**src/rtl/alu_pkg.sv**
```systemverilog
// Shared types and tables for the shared-ALU request controller.
// Optional round-robin arbitration is enabled with ALU_SHARE_RR_EN.
package alu_pkg;

  typedef enum logic [2:0] {
    OP_ADD   = 3'd0,
    OP_SUB   = 3'd1,
    OP_MUL   = 3'd2,
    OP_SHIFT = 3'd3,
    OP_OR    = 3'd4,
    OP_NOT   = 3'd5,
    OP_XOR   = 3'd6,
    OP_NAND  = 3'd7
  } alu_op_t;

  typedef enum logic [1:0] {
    ST_IDLE = 2'd0,
    ST_EXEC = 2'd1,
    ST_RESP = 2'd2
  } share_state_t;

  localparam int LAT_W = 2;

  // Bit n set means opcode n produces a meaningful carry/borrow.
  localparam logic [7:0] ALU_CARRY_MASK = 8'b0000_0011;

  // The shifter registers its result, so SHIFT needs one extra EXEC cycle.
  function automatic logic [LAT_W-1:0] ALU_OP_LAT(input alu_op_t op);
    return (op == OP_SHIFT) ? 2'd2 : 2'd1;
  endfunction

endpackage

```
**src/rtl/alu_share_arb.sv**
```systemverilog
// Two-way request arbiter producing a one-hot grant.
// ALU_SHARE_RR_EN selects round-robin; otherwise requester 0 has fixed priority.
module alu_share_arb (
  input  logic [1:0] req_valid,
  input  logic       last_grant,
  output logic [1:0] grant
);

`ifdef ALU_SHARE_RR_EN
  always_comb begin
    grant = req_valid;
    if (req_valid == 2'b11) begin
      grant = last_grant ? 2'b01 : 2'b10;
    end
  end
`else
  logic unused_last_grant;
  assign unused_last_grant = last_grant;

  always_comb begin
    grant = 2'b00;
    if (req_valid[0]) begin
      grant = 2'b01;
    end else if (req_valid[1]) begin
      grant = 2'b10;
    end
  end
`endif

endmodule

```
**src/rtl/alu_share_ctrl.sv**
```systemverilog
// Shares one ALU between two requesters: arbitrate, latch operands, wait the
// op latency, capture the result and hand it back. Macro: ALU_SHARE_RR_EN.
module alu_share_ctrl
  import alu_pkg::*;
#(
  parameter int NREQ = 2,
  parameter int W    = 8
) (
  input  logic            clk,
  input  logic            rst,
  input  logic [NREQ-1:0] req_valid,
  output logic [NREQ-1:0] req_ready,
  input  logic [2:0]      req0_op,
  input  logic [W-1:0]    req0_a,
  input  logic [W-1:0]    req0_b,
  input  logic            req0_shift,
  input  logic [2:0]      req1_op,
  input  logic [W-1:0]    req1_a,
  input  logic [W-1:0]    req1_b,
  input  logic            req1_shift,
  output logic [NREQ-1:0] rsp_valid,
  input  logic [NREQ-1:0] rsp_ready,
  output logic [W-1:0]    rsp_data,
  output logic            rsp_cout,
  output logic [2:0]      alu_sel,
  output logic [W-1:0]    alu_a,
  output logic [W-1:0]    alu_b,
  output logic            alu_shift,
  input  logic [W-1:0]    alu_o,
  input  logic            alu_cout,
  output logic            busy
);

  share_state_t     state_q, state_d;
  alu_op_t          op_q, op_d;
  logic [W-1:0]     a_q, a_d, b_q, b_d;
  logic             shift_q, shift_d;
  logic [LAT_W-1:0] cnt_q, cnt_d;
  logic             owner_q, owner_d;
  logic [W-1:0]     data_q, data_d;
  logic             cout_q, cout_d;

  logic [1:0] grant;
  logic       last_grant;
  logic       accept;
  logic       rsp_hs;

  alu_share_arb u_arb (
    .req_valid  (req_valid),
    .last_grant (last_grant),
    .grant      (grant)
  );

  // grant is already qualified by req_valid, so any grant in IDLE is a handshake.
  assign accept = (state_q == ST_IDLE) && (grant != 2'b00);
  assign rsp_hs = (state_q == ST_RESP) && rsp_ready[owner_q];

`ifdef ALU_SHARE_RR_EN
  logic last_grant_q, last_grant_d;

  always_comb begin
    last_grant_d = last_grant_q;
    if (accept) begin
      last_grant_d = grant[1];
    end
  end

  always_ff @(posedge clk or posedge rst) begin
    if (rst) begin
      last_grant_q <= 1'b1;
    end else begin
      last_grant_q <= last_grant_d;
    end
  end

  assign last_grant = last_grant_q;
`else
  assign last_grant = 1'b1;
`endif

  always_ff @(posedge clk or posedge rst) begin
    if (rst) begin
      state_q <= ST_IDLE;
    end else begin
      state_q <= state_d;
    end
  end

  always_comb begin
    state_d = state_q;
    case (state_q)
      ST_IDLE: if (accept)            state_d = ST_EXEC;
      ST_EXEC: if (cnt_q == 2'd1)     state_d = ST_RESP;
      ST_RESP: if (rsp_hs)            state_d = ST_IDLE;
      default:                        state_d = ST_IDLE;
    endcase
  end

  always_comb begin
    req_ready = '0;
    rsp_valid = '0;
    busy      = (state_q != ST_IDLE);
    if ((state_q == ST_IDLE) && !rst) begin
      req_ready = grant;
    end
    if (state_q == ST_RESP) begin
      rsp_valid[owner_q] = 1'b1;
    end
  end

  always_comb begin
    op_d    = op_q;
    a_d     = a_q;
    b_d     = b_q;
    shift_d = shift_q;
    cnt_d   = cnt_q;
    owner_d = owner_q;
    data_d  = data_q;
    cout_d  = cout_q;
    if (accept) begin
      op_d    = alu_op_t'(grant[1] ? req1_op : req0_op);
      a_d     = grant[1] ? req1_a : req0_a;
      b_d     = grant[1] ? req1_b : req0_b;
      shift_d = grant[1] ? req1_shift : req0_shift;
      cnt_d   = ALU_OP_LAT(op_d);
      owner_d = grant[1];
    end else if (state_q == ST_EXEC) begin
      cnt_d = cnt_q - 2'd1;
      if (cnt_q == 2'd1) begin
        data_d = alu_o;
        cout_d = alu_cout & ALU_CARRY_MASK[op_q];
      end
    end
  end

  always_ff @(posedge clk or posedge rst) begin
    if (rst) begin
      op_q    <= OP_ADD;
      a_q     <= '0;
      b_q     <= '0;
      shift_q <= 1'b0;
      cnt_q   <= '0;
      owner_q <= 1'b0;
      data_q  <= '0;
      cout_q  <= 1'b0;
    end else begin
      op_q    <= op_d;
      a_q     <= a_d;
      b_q     <= b_d;
      shift_q <= shift_d;
      cnt_q   <= cnt_d;
      owner_q <= owner_d;
      data_q  <= data_d;
      cout_q  <= cout_d;
    end
  end

  assign alu_sel   = op_q;
  assign alu_a     = a_q;
  assign alu_b     = b_q;
  assign alu_shift = shift_q;
  assign rsp_data  = data_q;
  assign rsp_cout  = cout_q;

endmodule
```
**config.mk**
```make
export PLATFORM = sky130hd
export DESIGN_NAME = alu_share_ctrl
export DESIGN_NICKNAME = d
export VERILOG_FILES = /design/src/rtl/alu_pkg.sv /design/src/rtl/alu_share_arb.sv /design/src/rtl/alu_share_ctrl.sv
export SDC_FILE = /design/constraint.sdc
export NUM_CORES = 1
export LEC_CHECK = 0
export ABC_AREA = 1
export CAP_MARGIN = 40
export CORE_ASPECT_RATIO = 0.7
export CORE_MARGIN = 1
export CORE_UTILIZATION = 38
export CTS_CLUSTER_DIAMETER = 200
export DETAILED_ROUTE_END_ITERATION = 10
export PLACE_DENSITY = 0.79
export SYNTH_ARGS = -nofsm -noshare
export SYNTH_HDL_FRONTEND = slang
export SYNTH_SLANG_ARGS = --single-unit
```
**constraint.sdc**
```tcl
create_clock -name clk -period 1.4 [get_ports clk]
set_clock_uncertainty 0.1 [all_clocks]
set_input_delay 0.28 -clock clk [delete_from_list [all_inputs] [get_ports clk]]
set_output_delay 0.28 -clock clk [all_outputs]
set_load 0.005 [all_outputs]
```
==> key figures <==
Critical path
  • Startpoint Class: flop
  • Data required, critical path: 1020 ps
  • Crit end category: primary output
  • R2R Path End: alu_a[5]
  • R2r worst-path depth: 7
  • Worst flop-to-flop path startpoint: state_q[0]
  • Crit path DAT: roughly 1200 ps
  • CP Max Fanout: 3
  • Crit Path Class: reg -> out
  • Crit path from: state_q[1]
  • Worst Setup EP: rsp_valid[1]
  • Worst R2R Setup Slack: -10 ps

Outcome
  • Violated checks: setup timing
  • Status: complete, but fails checks

Placement
  • Gpl congestion: around 0.74
  • Number of port buffers: slightly below 90
  • Hpwl dp: 3210 microns
  • Placement Setup Slack: -573 ps
  • Placed inst area: 0.00265 sq mm

Layout
  • Fraction of layout cells with a size suffix above 1: 0.353
  • Nets@finish: approximately 370
  • Diodes inserted: 0
  • Post-layout instance area: 0.00311 sq mm
  • P&R area growth vs syn: 95.4%
  • Fill count: 284

Global routing
  • Total grt overflow: 0
  • First-pass GRT wire length: 7410 microns
  • Vias in the first global route: between 1500 and 2000
  • Largest net degree at the start of global routing: 35
  • Initial antenna violation count: 0
  • Total track usage: 0.222

Route
  • Via Count: 1771
  • Vias per cell: 4.87
  • Pre-antenna DRT Iters: 4
  • Antenna Nets Post-Route: 0
  • Routed WL: 4970 microns
  • Average wire per standard cell: 13.7 microns
  • DRT iter0 DRCs: 83
  • # DRC: 0

STA
  • Fin crit share: 1.11
  • Final setup TNS: -655 ps
  • Number of setup violations in the final report: 10
  • Max Clk Rate: ~640 MHz
  • Fin worst setup slack: -153 ps
  • Worst-Margin Slew: 280 ps
  • Unrepaired setup endpoints after global routing: yes
  • Final hold vios: 0
  • Max-slew headroom: 0.813
  • Final-report max-slew violation count: 0
  • Min Tclk post-route: 1550 ps

Pwr
  • Total power: 5.94 mW
  • Cell Pwr Density: around 1900 mW/mm^2
  • Peak VDD IR: 1.02 mV
  • Leakage: 1.39 nW

Floorplanning
  • DIE AREA: 0.00446 sq mm
  • Core footprint: 0.00397 sq mm
  • Die Ht: between 50 and 60 microns
  • Die width: 79.4 microns
  • Initial Utilization: 0.401
  • Num rows: 19
  • I/O pins: 89

Synth
  • Synth top area cells: dfrtp_1, nand2_1, a21oi_1
  • EDFF count, synth: 0
  • Seq cells post-synth: 34
  • Post-synth top area cell: dfrtp_1
  • Syn nets: 249
  • Primary FF master, synth: dfrtp_1
  • Most frequent cells after synthesis: nand2_1, a21oi_1, dfrtp_1, nor2_1, inv_1
  • Most frequent cell after synthesis: nand2_1
  • Syn. warnings: 0
  • Part of the Yosys area used for sequential elements: 0.534
  • Cells after synthesis: 193
  • Cell variety after synth: 20
  • Mapped cell area: 0.00159 sq mm
  • Share of the synthesized area in the top cell type: 0.534
  • Ys async rst share: 1.00
  • Syn Area/Cell: 8.25 sq um

Clocking
  • Num CTS Buffers: 5
  • Clock Tree Buf Depth: 2
  • CTS sink count: 34
  • H-tree depth: 2
  • CTS tree: built
  • Clk slew on worst S/H paths: 70 ps
  • CTS Hold Buffers Added: 0
  • Skew-Pair Late Insertion Delay: 290 ps
  • Root Driver: clkbuf_8

Job
  • Max-Cap Viols: 0

Worst hold path
  • Worst hold path class: in -> async
repair_timing:
| action | in CTS | in global routing |
|---|---|---|
| pin swaps | 3 | 6 |
| endpoints found under the setup margin | 56 | 28 |
| setup buffers | 9 | 2 |
| cloned | 0 | 2 |
| resized for setup | 67 | 79 |
through the flow:
step,hold WS [ps],util,instances
after floorplan,297,-,193
after global placement,355,0.667,346
after detailed placement,360,0.667,346
after CTS,351,0.703,362
after global routing,371,0.784,364
final,337,0.784,364
sequential cells by signal, summed over array words and instances, names as in the netlist:
register,flops
alu_a,8
alu_b,8
rsp_data,8
alu_sel,3
cnt_q,2
state_q,2
alu_shift,1
owner_q,1
rsp_cout,1
kinds of logic (layout without fill, tap and decap cells):
| logic type | after synthesis | after routing | share of synthesized area |
|---|---|---|---|
| flops | 34 | 34 | 0.534 |
| fa+ha+maj | 1 | 1 | 0.00785 |
| buf+inv | 20 | 139 | 0.0723 |
| compound gates | 41 | 41 | 0.138 |
| simple gates | 97 | 97 | 0.247 |
layout by cell type, fill, tap and decap left out, types with 4 or more instances in the layout:
cell	n
a21oi_1	8
a21oi_2	25
buf_2	4
buf_4	19
buf_6	7
clkbuf_8	6
clkdlybuf4s50_1	52
dfrtp_1	34
dlygate4sd2_1	31
inv_1	6
inv_2	4
nand2_1	56
nand3_1	4
nor2_2	4
nor2_4	16
worst min path at each step:
stage,startpoint,to,slack (ps),cells past startpoint
5_1_grt,rst,state_q[1],370,3
3_5_place_dp,rsp_data[7],rsp_data[7],360,2
2_1_floorplan,alu_o[0],rsp_data[0],300,2
6_report,rst,alu_b[5],340,3
4_1_cts,rst,rsp_data[1],350,3
3_3_place_gp,rsp_data[7],rsp_data[7],350,2
report_power, final:
group,internal [mW],switching [mW]
clock,0.397,0.354
sequential,1.48,0.360
combinational,1.76,1.59
metal layers:
metal / up-vias / track usage / wire length, microns
met2: 73 / 0.358 / 2420
met1: 833 / 0.262 / 2030
li1: 857 / - / -
met4: 0 / 0.109 / 95
met3: 8 / 0.0770 / 426
met5: - / 0 / 0
cell type report:
| cell class | count | area [sq um] | share of cell area |
|---|---|---|---|
| timing repair inverter | 1 | 5.00 | 0.00161 |
| multi-input combinational | 139 | 922 | 0.296 |
| tap | 52 | 65.1 | 0.0209 |
| clock inverter | 1 | 5.00 | 0.00161 |
| clock buffer | 7 | 86.3 | 0.0277 |
| inverter | 13 | 60.1 | 0.0193 |
| timing repair buffer | 117 | 1120 | 0.359 |
| sequential | 34 | 851 | 0.273 |
critical path, cell delays in order, from the launching register on:
cell and delay, ps:
dfrtp_1 390, inv_2 50, or2_4 250, nor2_1 80, buf_2 110
Note: power is estimated with default switching activity, not from simulation.
==> RTL change 1, RTL diff (same flow settings) <==
Take the reset off `a_q`, `b_q` and `data_q` and load them in a clocked block of their own.
--- a/src/rtl/alu_share_ctrl.sv
+++ b/src/rtl/alu_share_ctrl.sv
@@ -138,4 +138,2 @@
       op_q    <= OP_ADD;
-      a_q     <= '0;
-      b_q     <= '0;
       shift_q <= 1'b0;
@@ -143,3 +141,2 @@
       owner_q <= 1'b0;
-      data_q  <= '0;
       cout_q  <= 1'b0;
@@ -147,4 +144,2 @@
       op_q    <= op_d;
-      a_q     <= a_d;
-      b_q     <= b_d;
       shift_q <= shift_d;
@@ -152,5 +147,10 @@
       owner_q <= owner_d;
-      data_q  <= data_d;
       cout_q  <= cout_d;
     end
+  end
+
+  always_ff @(posedge clk) begin
+    a_q    <= a_d;
+    b_q    <= b_d;
+    data_q <= data_d;
   end
Behaviour: not the same (Yosys sat finds a counterexample within 4 cycles, from zero or initial values and one cycle with rst high).
==> RTL change 1 against the unedited design <==
The flow still finishes with violations (setup timing). First-iteration DRC count fell by 34%. Power fell by 24%. Via count fell by 16%. Largest cell class unchanged. Wire length fell by 9.6%. Area after synthesis fell by 7.2%. Worst setup slack got worse by 0.020 ns. Sequential cell count did not move. Count of clock-buffer cells in the layout fell by 1. Cell area fell by 9.4%.
==> RTL change 1: results (changes against the unedited design) <==
STA
The smallest setup slack after layout is -0.173 ns (-0.0198 ns). The count of final setup violators came to 27 (+17). The worst hold slack is 0.277 ns (-0.0607 ns). The transition time of the tightest slew-check pin is 0.411 ns (+0.131 ns).

Global routing
The met1 track demand over resource in global routing is 27.1% (+0.92 points). The global-route usage over all layers is 23.3% (+1.2 points). The global-route wire length before repair was 6980 um (-5.8%). The global-route track usage on met3 is 6.27% (-1.4 points).

The met2 track demand over resource in global routing is 42.6% (+6.8 points).

Setup path
The end of the worst register-to-register path is alu_b[7]. The top fanout value on the critical path is 2 (-1). The critical path ends at req_ready[0]. The delay of the slowest critical-path stage is 0.41 ns (+0.02 ns).

The reg-to-reg setup timing slack is -0.15 ns (-0.14 ns).

Place
The detailed-placement wirelength estimate is 2990 um (-6.9%). The placer congestion estimate came to 0.721 (-1.9%).

Synthesis
The distinct cell type count of the synthesized netlist is 22 (+10%). For this run, the leading register cell type out of synthesis is edfxtp_1. The post-synthesis async set-or-reset flop share was 29.4% (-71 points). The number of enable-type register cells in the synthesized netlist is 24 (+24). The adder-cell area share of the yosys netlist is 0.847% (+0.061 points). The complex-gate fraction of the synthesized area is 4.66% (-9.2 points). Ranked by instance count, the synthesized netlist is headed by 64 x nand2_1, 24 x edfxtp_1, 12 x inv_1, 10 x dfrtp_1, 9 x nor2_1. The net count after synthesis came to 206 (-17%).

The share of synthesized area occupied by flip-flops and latches is 65.7% (+12 points).

Layout
The number of nets in the final layout is 326 (-11%). The fill cell total of the finished layout is 276 (-2.8%).

Detailed routing
The met1 routed wirelength after detailed routing is 1910 um (-5.9%). The DRC violation total after the first TritonRoute iteration is 55 (-34%). The wire length reported by the detailed router is 4490 um (-9.6%). The detailed route wirelength on metal2 is 2180 um (-10%).

Power
The internal power component is 0.00309 W (-15%). The total leakage power was 1.30 nW (-6.9%). The maximum vdd drop was 0.993 mV (-2.3%). The clock share of power came to 15.5% (+2.9 points).

Outcome
The run finished, with violations left. The checks that failed: setup timing.
RTL change 1: cell count changes in the layout (fill, tap and decap cells not counted), sizes merged, moves of 4 or more:
cell | before | now
dfrtp | 34 | 10
nor2 | 23 | 11
nand2 | 62 | 68
nand3 | 8 | 3
edfxtp | 0 | 24
a21oi | 34 | 3
inv | 10 | 14
RTL change 1: what timing repair did:
item | 4_1_cts | 5_1_grt
endpoints found under the setup margin | 65 | 37
setup buffers | 11 | 1
gates cloned | 2 | 0
pin swaps | 6 | 5
resized for setup | 71 | 10
RTL change 1: per-stage QoR:
| stage | setup slack [ns] | cells | util (%) | TNS [ns] | power (W) |
|---|---|---|---|---|---|
| after floorplan | 0.00418 | 150 | - | 0 | 0.00215 |
| after detailed placement | -0.558 | 301 | 70.5 | -14.29 | 0.00332 |
| final | -0.173 | 321 | 77.7 | -3.40 | 0.00451 |
| after CTS | -0.156 | 320 | 76.8 | -1.84 | 0.00438 |
| after global placement | -0.553 | 301 | 70.5 | -12.84 | 0.00327 |
| after global routing | -0.232 | 321 | 77.7 | -4.84 | 0.00476 |
RTL change 1: final cells by class:
| class | instances | area, sq um | area share, % |
|---|---|---|---|
| Clock inverter | 2 | 10.0 | 0.355 |
| Sequential cell | 34 | 971 | 34.4 |
| Inverter | 15 | 62.6 | 2.22 |
| Tap cell | 50 | 62.6 | 2.22 |
| Clock buffer | 6 | 72.6 | 2.57 |
| Multi-Input combinational cell | 98 | 485 | 17.2 |
| Timing Repair Buffer | 116 | 1150 | 41.0 |
RTL change 1: logic make-up after synthesis:
logic type,Yosys count
AO/OA/AOI/OAI,12
adder cells (fa/ha/maj),1
buffers and inverters,18
flip-flops,34
AND/OR/NAND/NOR,85
==> RTL change 2, RTL diff (same settings) <==
Made on the original files. Change the package constant `LAT_W` from 2 to 4.
--- a/src/rtl/alu_pkg.sv
+++ b/src/rtl/alu_pkg.sv
@@ -21,3 +21,3 @@
 
-  localparam int LAT_W = 2;
+  localparam int LAT_W = 4;
 
Function: same outputs for any inputs over 10 cycles, from zero or initial values and one cycle with rst high; that may be too few to reach the edited logic, so the function may still have changed.
==> RTL change 2 against the unedited design <==
The flow still finishes with violations (setup timing). Critical path depth is 1 higher. Area after synthesis is 23% higher. Power is 13% higher. Register-to-register slack worse by 0.09 ns. Cell area is 8.4% higher. Wire length is 7.2% higher. Worst setup slack worse by 0.067 ns. Die area is 22% higher. Sequential cell count is 2 higher. Largest power group unchanged.
==> RTL change 2: results (changes against the unedited design) <==
Outcome
The flow ran to the end, but the final reports show violations. The checks that failed: setup timing.

Setup path
The cell depth of the worst flop-to-flop path is 8 (+1). The top fanout value on the critical path is 2 (-1). The critical path ends at req_ready[0]. The data arrival time of the critical path is 1.24 ns (+0.07 ns). The reg-to-reg setup timing slack is -0.10 ns (-0.09 ns).

Layout
The share of post-route cells with drive strength above 1 is 39.7% (+4.4 points). The multi-input gate count is 144 (+3.6%). The non-clock buffer count in the final layout is 122 (+4.3%). The number of signal-net inverters in the final layout is 25 (+11). The portion of the layout cell area used by non-clock buffers is 35.0% (-0.94 points). The number of clock buffers in the layout is 6 (-1). The layout-stage area growth over the synthesis result is 72.8%. The number of nets in the final layout is 391 (+6.5%).

Global routing
The maximum number of pins on one net before global-route repair is 23 (-34%).

STA
The worst hold slack came to 0.386 ns (+0.0485 ns). The smallest setup slack after layout came to -0.220 ns (-0.0671 ns). The count of final setup violators is 19 (+9).

Detailed routing
The DRC violation total after the first TritonRoute iteration was 51 (-39%). The detailed-route via count was 1878 (+6.0%). The detailed route wirelength on metal2 is 2600 um (+7.3%). The met1 routed wirelength after detailed routing is 2370 um (+17%). The post-detailed-route wirelength per cell is 13.2 um (-3.4%).

Power
The maximum vdd drop came to 0.770 mV (-24%). The total leakage power was 1.53 nW (+9.6%).

CTS
The setup fix buffers added after clock tree synthesis is 12 (+3). The number of gates given a new drive strength after cts is 77 (+15%).

Synthesis
In the synthesized netlist, the cells that appear most often are 44 x nand2_1, 36 x dfrtp_1, 31 x a21oi_2, 19 x inv_1, 16 x nor2_1. The net count after synthesis is 267 (+7.2%). The flop and latch count out of synthesis is 36 (+5.9%). The instance count of the mapped netlist was 210 (+8.8%). The distinct cell type count of the synthesized netlist was 27 (+35%).

Min path
The path category of the worst min-delay check is reg2reg.

Place
The pre-CTS setup slack is -0.684 ns (-0.111 ns). The placer congestion estimate is 0.734 (-0.14%). The placed cell count is 381 (+10%).
-- RTL change 2: cell types whose count changed after synthesis, moves of 3 or more --
cell,unedited run,this run
nand2_1,61,44
a21oi_1,34,5
nor2_2,2,8
o21ai_1,0,5
nand3_1,8,5
o21ai_2,0,9
a21oi_2,0,31
nor2_1,21,16
inv_1,10,19
nor2_4,0,3
-- RTL change 2: worst max-delay path: stages (launching register included) --
cell	delay (ns)
dfrtp_1	0.42
nor2_4	0.14
inv_2	0.07
buf_6	0.12
nor3_2	0.09
buf_2	0.13
-- RTL change 2: logic make-up (layout without fill, tap and decap cells) --
kind of cell	count (synthesis)	in the layout	synth area share, %
DFF	36	36	46.1
buffers and inverters	33	155	9.10
xor gates and xnor gates	1	1	0.449
adders and majority gates	2	2	1.28
AOI/OAI and AO/OA	54	54	21.7
and+or+nand+nor	84	87	21.4
